--- src/rtl/cpu_pkg.sv ---
// Shared definitions for the 16-bit MIPS-style pipeline: widths, special encodings,
// the fetch FSM state type and the IF/ID pipeline bundle.
package cpu_pkg;

    localparam int PC_W   = 8;
    localparam int INST_W = 16;

    localparam logic [INST_W-1:0] HALT_WORD = 16'hFFFF;
    localparam logic [INST_W-1:0] NOP_WORD  = 16'h0000;
    localparam logic [PC_W-1:0]   RESET_PC  = 8'h00;

    typedef enum logic {
        RUN    = 1'b0,
        HALTED = 1'b1
    } fetch_state_t;

    typedef struct packed {
        logic              valid;
        logic [INST_W-1:0] inst;
        logic [PC_W-1:0]   pc;
        logic [PC_W-1:0]   pc_plus1;
    } if_id_t;

endpackage

--- src/rtl/if_id_reg.sv ---
// IF/ID pipeline register: load, hold or flush with asynchronous active-high reset.
// Flush kills valid and the instruction but keeps the pc fields for debug visibility.
module if_id_reg
    import cpu_pkg::*;
#(
    parameter logic [INST_W-1:0] FLUSH_INST = NOP_WORD
) (
    input  logic   i_clk,
    input  logic   i_rst,
    input  logic   i_load,
    input  logic   i_flush,
    input  if_id_t i_d,
    output if_id_t o_q
);

    if_id_t r_q;

    always_ff @(posedge i_clk or posedge i_rst) begin
        if (i_rst) begin
            r_q.valid    <= 1'b0;
            r_q.inst     <= FLUSH_INST;
            r_q.pc       <= '0;
            r_q.pc_plus1 <= '0;
        end else if (i_flush) begin
            r_q.valid <= 1'b0;
            r_q.inst  <= FLUSH_INST;
        end else if (i_load) begin
            r_q <= i_d;
        end
    end

    assign o_q = r_q;

endmodule

--- src/rtl/inst_fetch_stage.sv ---
// Instruction-fetch stage: PC, RUN/HALTED FSM and IF/ID capture of the async-read RAM word.
// Define FETCH_PERF_CNT_EN to add saturating fetch/stall performance counters.
module inst_fetch_stage
    import cpu_pkg::*;
#(
    parameter logic [PC_W-1:0]   P_RESET_PC  = RESET_PC,
    parameter logic [INST_W-1:0] P_HALT_WORD = HALT_WORD,
    parameter logic [INST_W-1:0] P_NOP_WORD  = NOP_WORD
) (
    input  logic              clk,
    input  logic              rst,
    output logic [PC_W-1:0]   imem_add,
    input  logic [INST_W-1:0] imem_dout,
    input  logic              stall,
    input  logic              redirect_valid,
    input  logic [PC_W-1:0]   redirect_pc,
    output logic              if_valid,
    output logic [INST_W-1:0] if_inst,
    output logic [PC_W-1:0]   if_pc,
    output logic [PC_W-1:0]   if_pc_plus1,
    output logic              halted,
`ifdef FETCH_PERF_CNT_EN
    output logic [15:0]       perf_fetch_cnt,
    output logic [15:0]       perf_stall_cnt,
`endif
    output fetch_state_t      dbg_state
);

    logic [PC_W-1:0] r_pc;
    fetch_state_t    r_state;
    logic            r_halted;

    logic            w_load;
    logic            w_flush;
    logic            w_is_halt;
    logic [PC_W-1:0] w_pc_inc;
    if_id_t          w_d;
    if_id_t          w_q;

    assign w_pc_inc  = r_pc + 1'b1;
    assign w_is_halt = (imem_dout == P_HALT_WORD);

    // Redirect always flushes; when halted, an unstalled cycle drains the held HALT.
    always_comb begin
        w_load  = 1'b0;
        w_flush = 1'b0;
        case (r_state)
            RUN: begin
                if (redirect_valid)  w_flush = 1'b1;
                else if (!stall)     w_load  = 1'b1;
            end
            HALTED: begin
                if (redirect_valid || !stall) w_flush = 1'b1;
            end
            default: w_flush = 1'b1;
        endcase
    end

    always_comb begin
        w_d.valid    = 1'b1;
        w_d.inst     = imem_dout;
        w_d.pc       = r_pc;
        w_d.pc_plus1 = w_pc_inc;
    end

    always_ff @(posedge clk or posedge rst) begin
        if (rst) begin
            r_pc     <= P_RESET_PC;
            r_state  <= RUN;
            r_halted <= 1'b0;
        end else begin
            case (r_state)
                RUN: begin
                    if (redirect_valid) begin
                        r_pc <= redirect_pc;
                    end else if (!stall) begin
                        if (w_is_halt) begin
                            r_state  <= HALTED;
                            r_halted <= 1'b1;
                        end else begin
                            r_pc <= w_pc_inc;
                        end
                    end
                end
                HALTED: begin
                    if (redirect_valid) begin
                        r_pc     <= redirect_pc;
                        r_state  <= RUN;
                        r_halted <= 1'b0;
                    end
                end
                default: begin
                    r_state  <= RUN;
                    r_halted <= 1'b0;
                end
            endcase
        end
    end

    if_id_reg #(
        .FLUSH_INST (P_NOP_WORD)
    ) u_if_id (
        .i_clk   (clk),
        .i_rst   (rst),
        .i_load  (w_load),
        .i_flush (w_flush),
        .i_d     (w_d),
        .o_q     (w_q)
    );

`ifdef FETCH_PERF_CNT_EN
    logic [15:0] r_fetch_cnt;
    logic [15:0] r_stall_cnt;
    logic        w_stall_evt;

    assign w_stall_evt = (r_state == RUN) && stall && !redirect_valid;

    always_ff @(posedge clk or posedge rst) begin
        if (rst) begin
            r_fetch_cnt <= '0;
            r_stall_cnt <= '0;
        end else begin
            if (w_load && (r_fetch_cnt != 16'hFFFF))      r_fetch_cnt <= r_fetch_cnt + 16'd1;
            if (w_stall_evt && (r_stall_cnt != 16'hFFFF)) r_stall_cnt <= r_stall_cnt + 16'd1;
        end
    end

    assign perf_fetch_cnt = r_fetch_cnt;
    assign perf_stall_cnt = r_stall_cnt;
`endif

    assign imem_add    = r_pc;
    assign if_valid    = w_q.valid;
    assign if_inst     = w_q.inst;
    assign if_pc       = w_q.pc;
    assign if_pc_plus1 = w_q.pc_plus1;
    assign halted      = r_halted;
    assign dbg_state   = r_state;

endmodule

--- config.mk ---
export PLATFORM = sky130hd
export DESIGN_NAME = inst_fetch_stage
export DESIGN_NICKNAME = d
export VERILOG_FILES = /design/src/rtl/cpu_pkg.sv /design/src/rtl/if_id_reg.sv /design/src/rtl/inst_fetch_stage.sv
export SDC_FILE = /design/constraint.sdc
export NUM_CORES = 1
export LEC_CHECK = 0
export BUFFER_PORTS_ARGS = -buffer_cell sky130_fd_sc_hd__buf_2
export CAP_MARGIN = 40
export CORE_MARGIN = 4
export CORE_UTILIZATION = 40
export DETAILED_ROUTE_END_ITERATION = 16
export PLACE_DENSITY = 0.68
export RECOVER_POWER = 100
export SLEW_MARGIN = 20
export SYNTH_ARGS = -nofsm -noshare
export SYNTH_HDL_FRONTEND = slang
export SYNTH_SLANG_ARGS = --single-unit
--- constraint.sdc ---
create_clock -name clk -period 1.8 [get_ports clk]
set_clock_uncertainty 0.05 [all_clocks]
set_input_delay 0.09 -clock clk [delete_from_list [all_inputs] [get_ports clk]]
set_output_delay 0.09 -clock clk [all_outputs]
set_load 0.02 [all_outputs]
* Word level (Yosys, flattened, before mapping) *
Cells that the tools add are included.

storage, ports and cells
  bits in registers = 43
  bits in latches = 0
  bits in writable memories = 0
  memory bits (read-only) = 0
  input port bits = 28
  output and inout port bits = 43
  word-level logic and storage cells = 46
  memories kept = 0

operators by class
  add/sub/neg operators = 1
  multiply operators = 0
  div/mod/pow operators = 0
  magnitude comparators = 0
  eq/ne operators = 7
  shift operators = 0
  mux-type cells = 23
  bitwise logic cells = 2
  reductions and logical operators = 6

operator list
  kind                                         number
  two-way mux 33 bit                           1
  two-way mux 8 bit                            4
  two-way mux 17 bit                           1
  == test 16 bit, second input constant        1
  case mux 8 bit (2 select lines)              1
  two-way mux 1 bit                            13
  adder 8 x 1 -> 8 bit, second input constant  1
  != test 2 bit, second input constant         4
  != test 3 bit, second input constant         2
  case mux 1 bit (2 select lines)              3
  AND reduction 4 bit                          1
  AND reduction 3 bit                          1
  NOT 1 bit                                    2
  AND reduction 2 bit                          1
  nonzero test 2 bit                           1
  zero test 1 bit                              1
  logical OR 1 bit                             1

* Logic depth before layout (Yosys ltp) *
  depth in word-level cells = 6
  depth in mapped cells = 5
  mapped depth without buffers = 5

* Modules after synthesis *
A second synthesis with hierarchy kept.

second synthesis, totals
  cell total of the unflattened synthesis = 167
  area total of the unflattened synthesis = 2,014.4 µm²

by module, submodules not included
  module            instances  cells an instance  area an instance (µm²)  sequential area each (µm²)
  if_id_reg         1          91                 1,353.8                 825.8
  inst_fetch_stage  1          76                 660.6                   250.2

* Worst setup path before layout *
Ideal clock, no wire load.

  path type = reg2reg
  from = reg r_state (netlist: dbg_state)
  to = reg r_pc[5] (netlist: imem_add[5])
  arrival time = 1,553 ps
  setup slack = 115 ps
  cell stages (with the launch flop) = 5
  buffers on the path = 0
  path through = dfrtp_1 nor2_1 o41ai_1 or4_2 a31oi_1

between the ends
  word-level cells in the longest chain between the ends = 3

ends and longest elaborated chain
  item                                  line                    RTL
  start, declared                       inst_fetch_stage.sv:30  fetch_state_t r_state;
  start signal, assigned                inst_fetch_stage.sv:69  r_state <= RUN;
  start signal, assigned                inst_fetch_stage.sv:78  r_state <= HALTED;
  start signal, assigned                inst_fetch_stage.sv:88  r_state <= RUN;
  NOT 1 bit                             -
  != test 3 bit (no source line)        -
  AND reduction 3 bit (no source line)  -
  end signal, assigned                  inst_fetch_stage.sv:75  r_pc <= redirect_pc;
  end signal, assigned                  inst_fetch_stage.sv:81  r_pc <= w_pc_inc;
  end signal, assigned                  inst_fetch_stage.sv:87  r_pc <= redirect_pc;
  end, declared                         inst_fetch_stage.sv:29  logic [PC_W-1:0] r_pc;

Parallel ways exist; a longest one is shown, timed or not.
A chain may end at the register's enable or synchronous reset.

* Worst setup path in the final report *
  from = in imem_dout[13]
  to = reg r_pc[5] (netlist: imem_add[5])

between the ends
  word-level cells in the longest chain between the ends = 3

ends and longest elaborated chain
  item                                  line                    RTL
  start, declared                       inst_fetch_stage.sv:13  input logic [INST_W-1:0] imem_dout,
  == test 16 bit                        inst_fetch_stage.sv:41  assign w_is_halt = (imem_dout == P_HALT_WORD);
  != test 3 bit (no source line)        -
  AND reduction 3 bit (no source line)  -

No other way between the ends.

==> qor.yml <==
sta:
  rsz0062_at_grt: "no"
  final_max_slew_viol_count: 0
  layout_min_cycle_time_ns: 1.731
  hold_slack_ns: 0.02033
  slew_headroom_pct: 28.94
  setup_violations: 0
  max_freq_mhz: 577.5
  fin_crit_sh_pct: 96.19
  hold_viol: 0
  fin_setup_tns_ns: 0
  worst_slew_pin_slew_ns: 1.066
cells_and_area:
  final_common_cell: "clkbuf_1"
  multiInputGateArea_um2: 683.2
  syn_to_final_growth_pct: 38.15
  final_cell_mix: "clkbuf_1, dfrtp_1, buf_2"
  final_core_util_pct: 58.11
  layout-drive-gt1-share_pct: 23.02
  fill_cells: 401
  nets: 293
  diodes: 0
  register_area_mm2: 0.001076
global_routing:
  grt_use_total_pct: 16.90
  grt-busiest-layer: "met2"
  grt_antenna_before_repair: 0
  use_met1_pct: 22.61
  grt-ovfl-total: 0
  grt_pass1_wl_um: 7935
  first_global_vias: 1637
  met3_usage_pct: 4.728
  met2_usage_pct: 26.27
  grt_max_degree: 44
cts:
  clkSlewWorstSetupHoldPaths_ns: 0.08
  root_buffer: "clkbuf_8"
  clkLatencyLatePin_ns: 0.29
  cts_tree: "built"
  htreeDepth: 2
  numCtsBuffers: 5
  clockBufferDepth: 2
  clock-sinks: 43
worst_setup_path:
  cp-start-kind: "input port"
  arrival_ns: 1.90
  ff2ff_path_depth: 5
  cp.required_ns: 1.97
  end_kind: "flip-flop"
  path_class: "in2reg"
  cp_max_fo: 5
power_and_ir_drop:
  max-vdd-ir-drop_uv: 510.3
  p_per_area_mw_per_mm2: 974.0
  p_leak_nw: 1.154
synth:
  syn_avg_cell_area_um2: 11.54
  post_synth_num_cell_types: 31
  synthTopCellsByArea: "dfrtp_1, a22o_1, mux2_2"
  synth_area_mm2: 0.001869
  synth_edf_count: 0
  synth-async-reset-ratio_pct: 100.0
  ys_ff_latch: 43
  synth_fp_nets: 191
  yosysWarnings: 0
  yosysSeqAreaShare_pct: 57.56
  syn_inst: 162
  yosysTopAreaCellShare_pct: 57.56
  synth_top_flop_cell: "dfrtp_1"
  yosys.area.top_type: "dfrtp_1"
worst_hold_path:
  hp-class: "in2reg"
  holdPathStages: 3
detailed_routing:
  wl_per_cell_um: 15.15
  avgViaCountPerCell: 5.186
  ant_nets: 0
  wirelength_um: 4804
  firstDrtPassIters: 4
  routed-via-count: 1644
  drc_errors: 0
  drtIter0Drc: 85
placed_design:
  io_buffers: 70
  dp_hpwl_um: 3143
  place_congestion: 0.7786
die:
  die-area_mm2: 0.005831
  io_pins: 71
  core_area_mm2: 0.004444
  rows: 24
  chipWidth_um: 76.36
  die-height_um: 76.36
  start_util_pct: 42.06
outcome:
  status: "complete, no violations"
flow_run:
  drv_cap: 0
## layout make-up
class | count | share of cell area (%)
multi-input combinational | 101 | 26.45
clock inverter | 2 | 1.357
timing repair buffer | 110 | 24.37
tap | 52 | 2.519
clock buffer | 6 | 3.198
sequential | 43 | 41.67
inverter | 3 | 0.4360
## cells by family (layout without fill, tap and decap cells)
logic type	Yosys count	in the layout	share of synthesized area [%]
fa+ha+maj	1	1	0.6692
simple gates	42	42	11.31
flops	43	43	57.56
buf+inv	18	121	6.023
xor+xnor	7	7	3.280
mux	10	10	5.957
compound gates	41	41	15.19
## stage by stage
| step | area [µm²] | setup WS (ns) | std cells | total power [mW] |
|---|---|---|---|---|
| 6_report | 2582 | 0.06853 | 317 | 2.515 |
| 4_1_cts | 2656 | 0.01274 | 315 | 2.573 |
| 5_1_grt | 2582 | 0.02451 | 317 | 2.654 |
| 2_1_floorplan | 1869 | 0.1151 | 162 | 1.546 |
| 3_3_place_gp | 2308 | 0.09395 | 284 | 1.745 |
| 3_5_place_dp | 2308 | 0.05974 | 284 | 1.751 |
## Yosys cell counts (all sizes together) (5+ instances only)
cell type and instances:
nand2 8, mux2 9, clkbuf 5, a31oi 6, buf 10, dfrtp 43, a22o 16, or3 6
o21ai 7, a21oi 8, nor2 17
## metal layers
layer | vias up | part of all wire (%)
li1 | 787 | -
met1 | 793 | 47
met2 | 55 | 45
met3 | 9 | 6.8
met4 | 0 | 1.6
met5 | - | 0
## report_power, final
part           switching [mW]  internal (mW)
Combinational           0.352          0.223
Sequential             0.0806           1.08
Clock                   0.330          0.449
## sequential cells by signal, indices dropped and copies added (netlist names)
register,cells
u_if_id.o_q,33
imem_add,8
dbg_state,1
halted,1
## worst paths after layout
path                            startpoint              end  slack, ns
max in group asynchronous              rst  u_if_id.o_q[27]       0.43
setup / recovery             imem_dout[13]      imem_add[5]       0.07
min in group asynchronous              rst  u_if_id.o_q[32]       0.61
hold / removal              redirect_pc[7]      imem_add[7]       0.02
setup reg to reg                 dbg_state      imem_add[5]       0.15
hold reg to reg            u_if_id.o_q[32]  u_if_id.o_q[32]       0.44
## worst max-delay path: stages
cell and delay, ns:
dlygate4sd3_1 0.53, clkbuf_1 0.12, nand4_1 0.13, o41ai_1 0.09
buf_4 0.15, or4_2 0.64, a31oi_1 0.14
## timing repair
item | in CTS | in global routing
gates resized for setup | 0 | 1
buffers inserted | 0 | 2
hold buffers | 23 | 0
hold endpoints to repair | 65 | 0
endpoints found under the setup margin | 0 | 1
(Power assumes the default switching activity.)
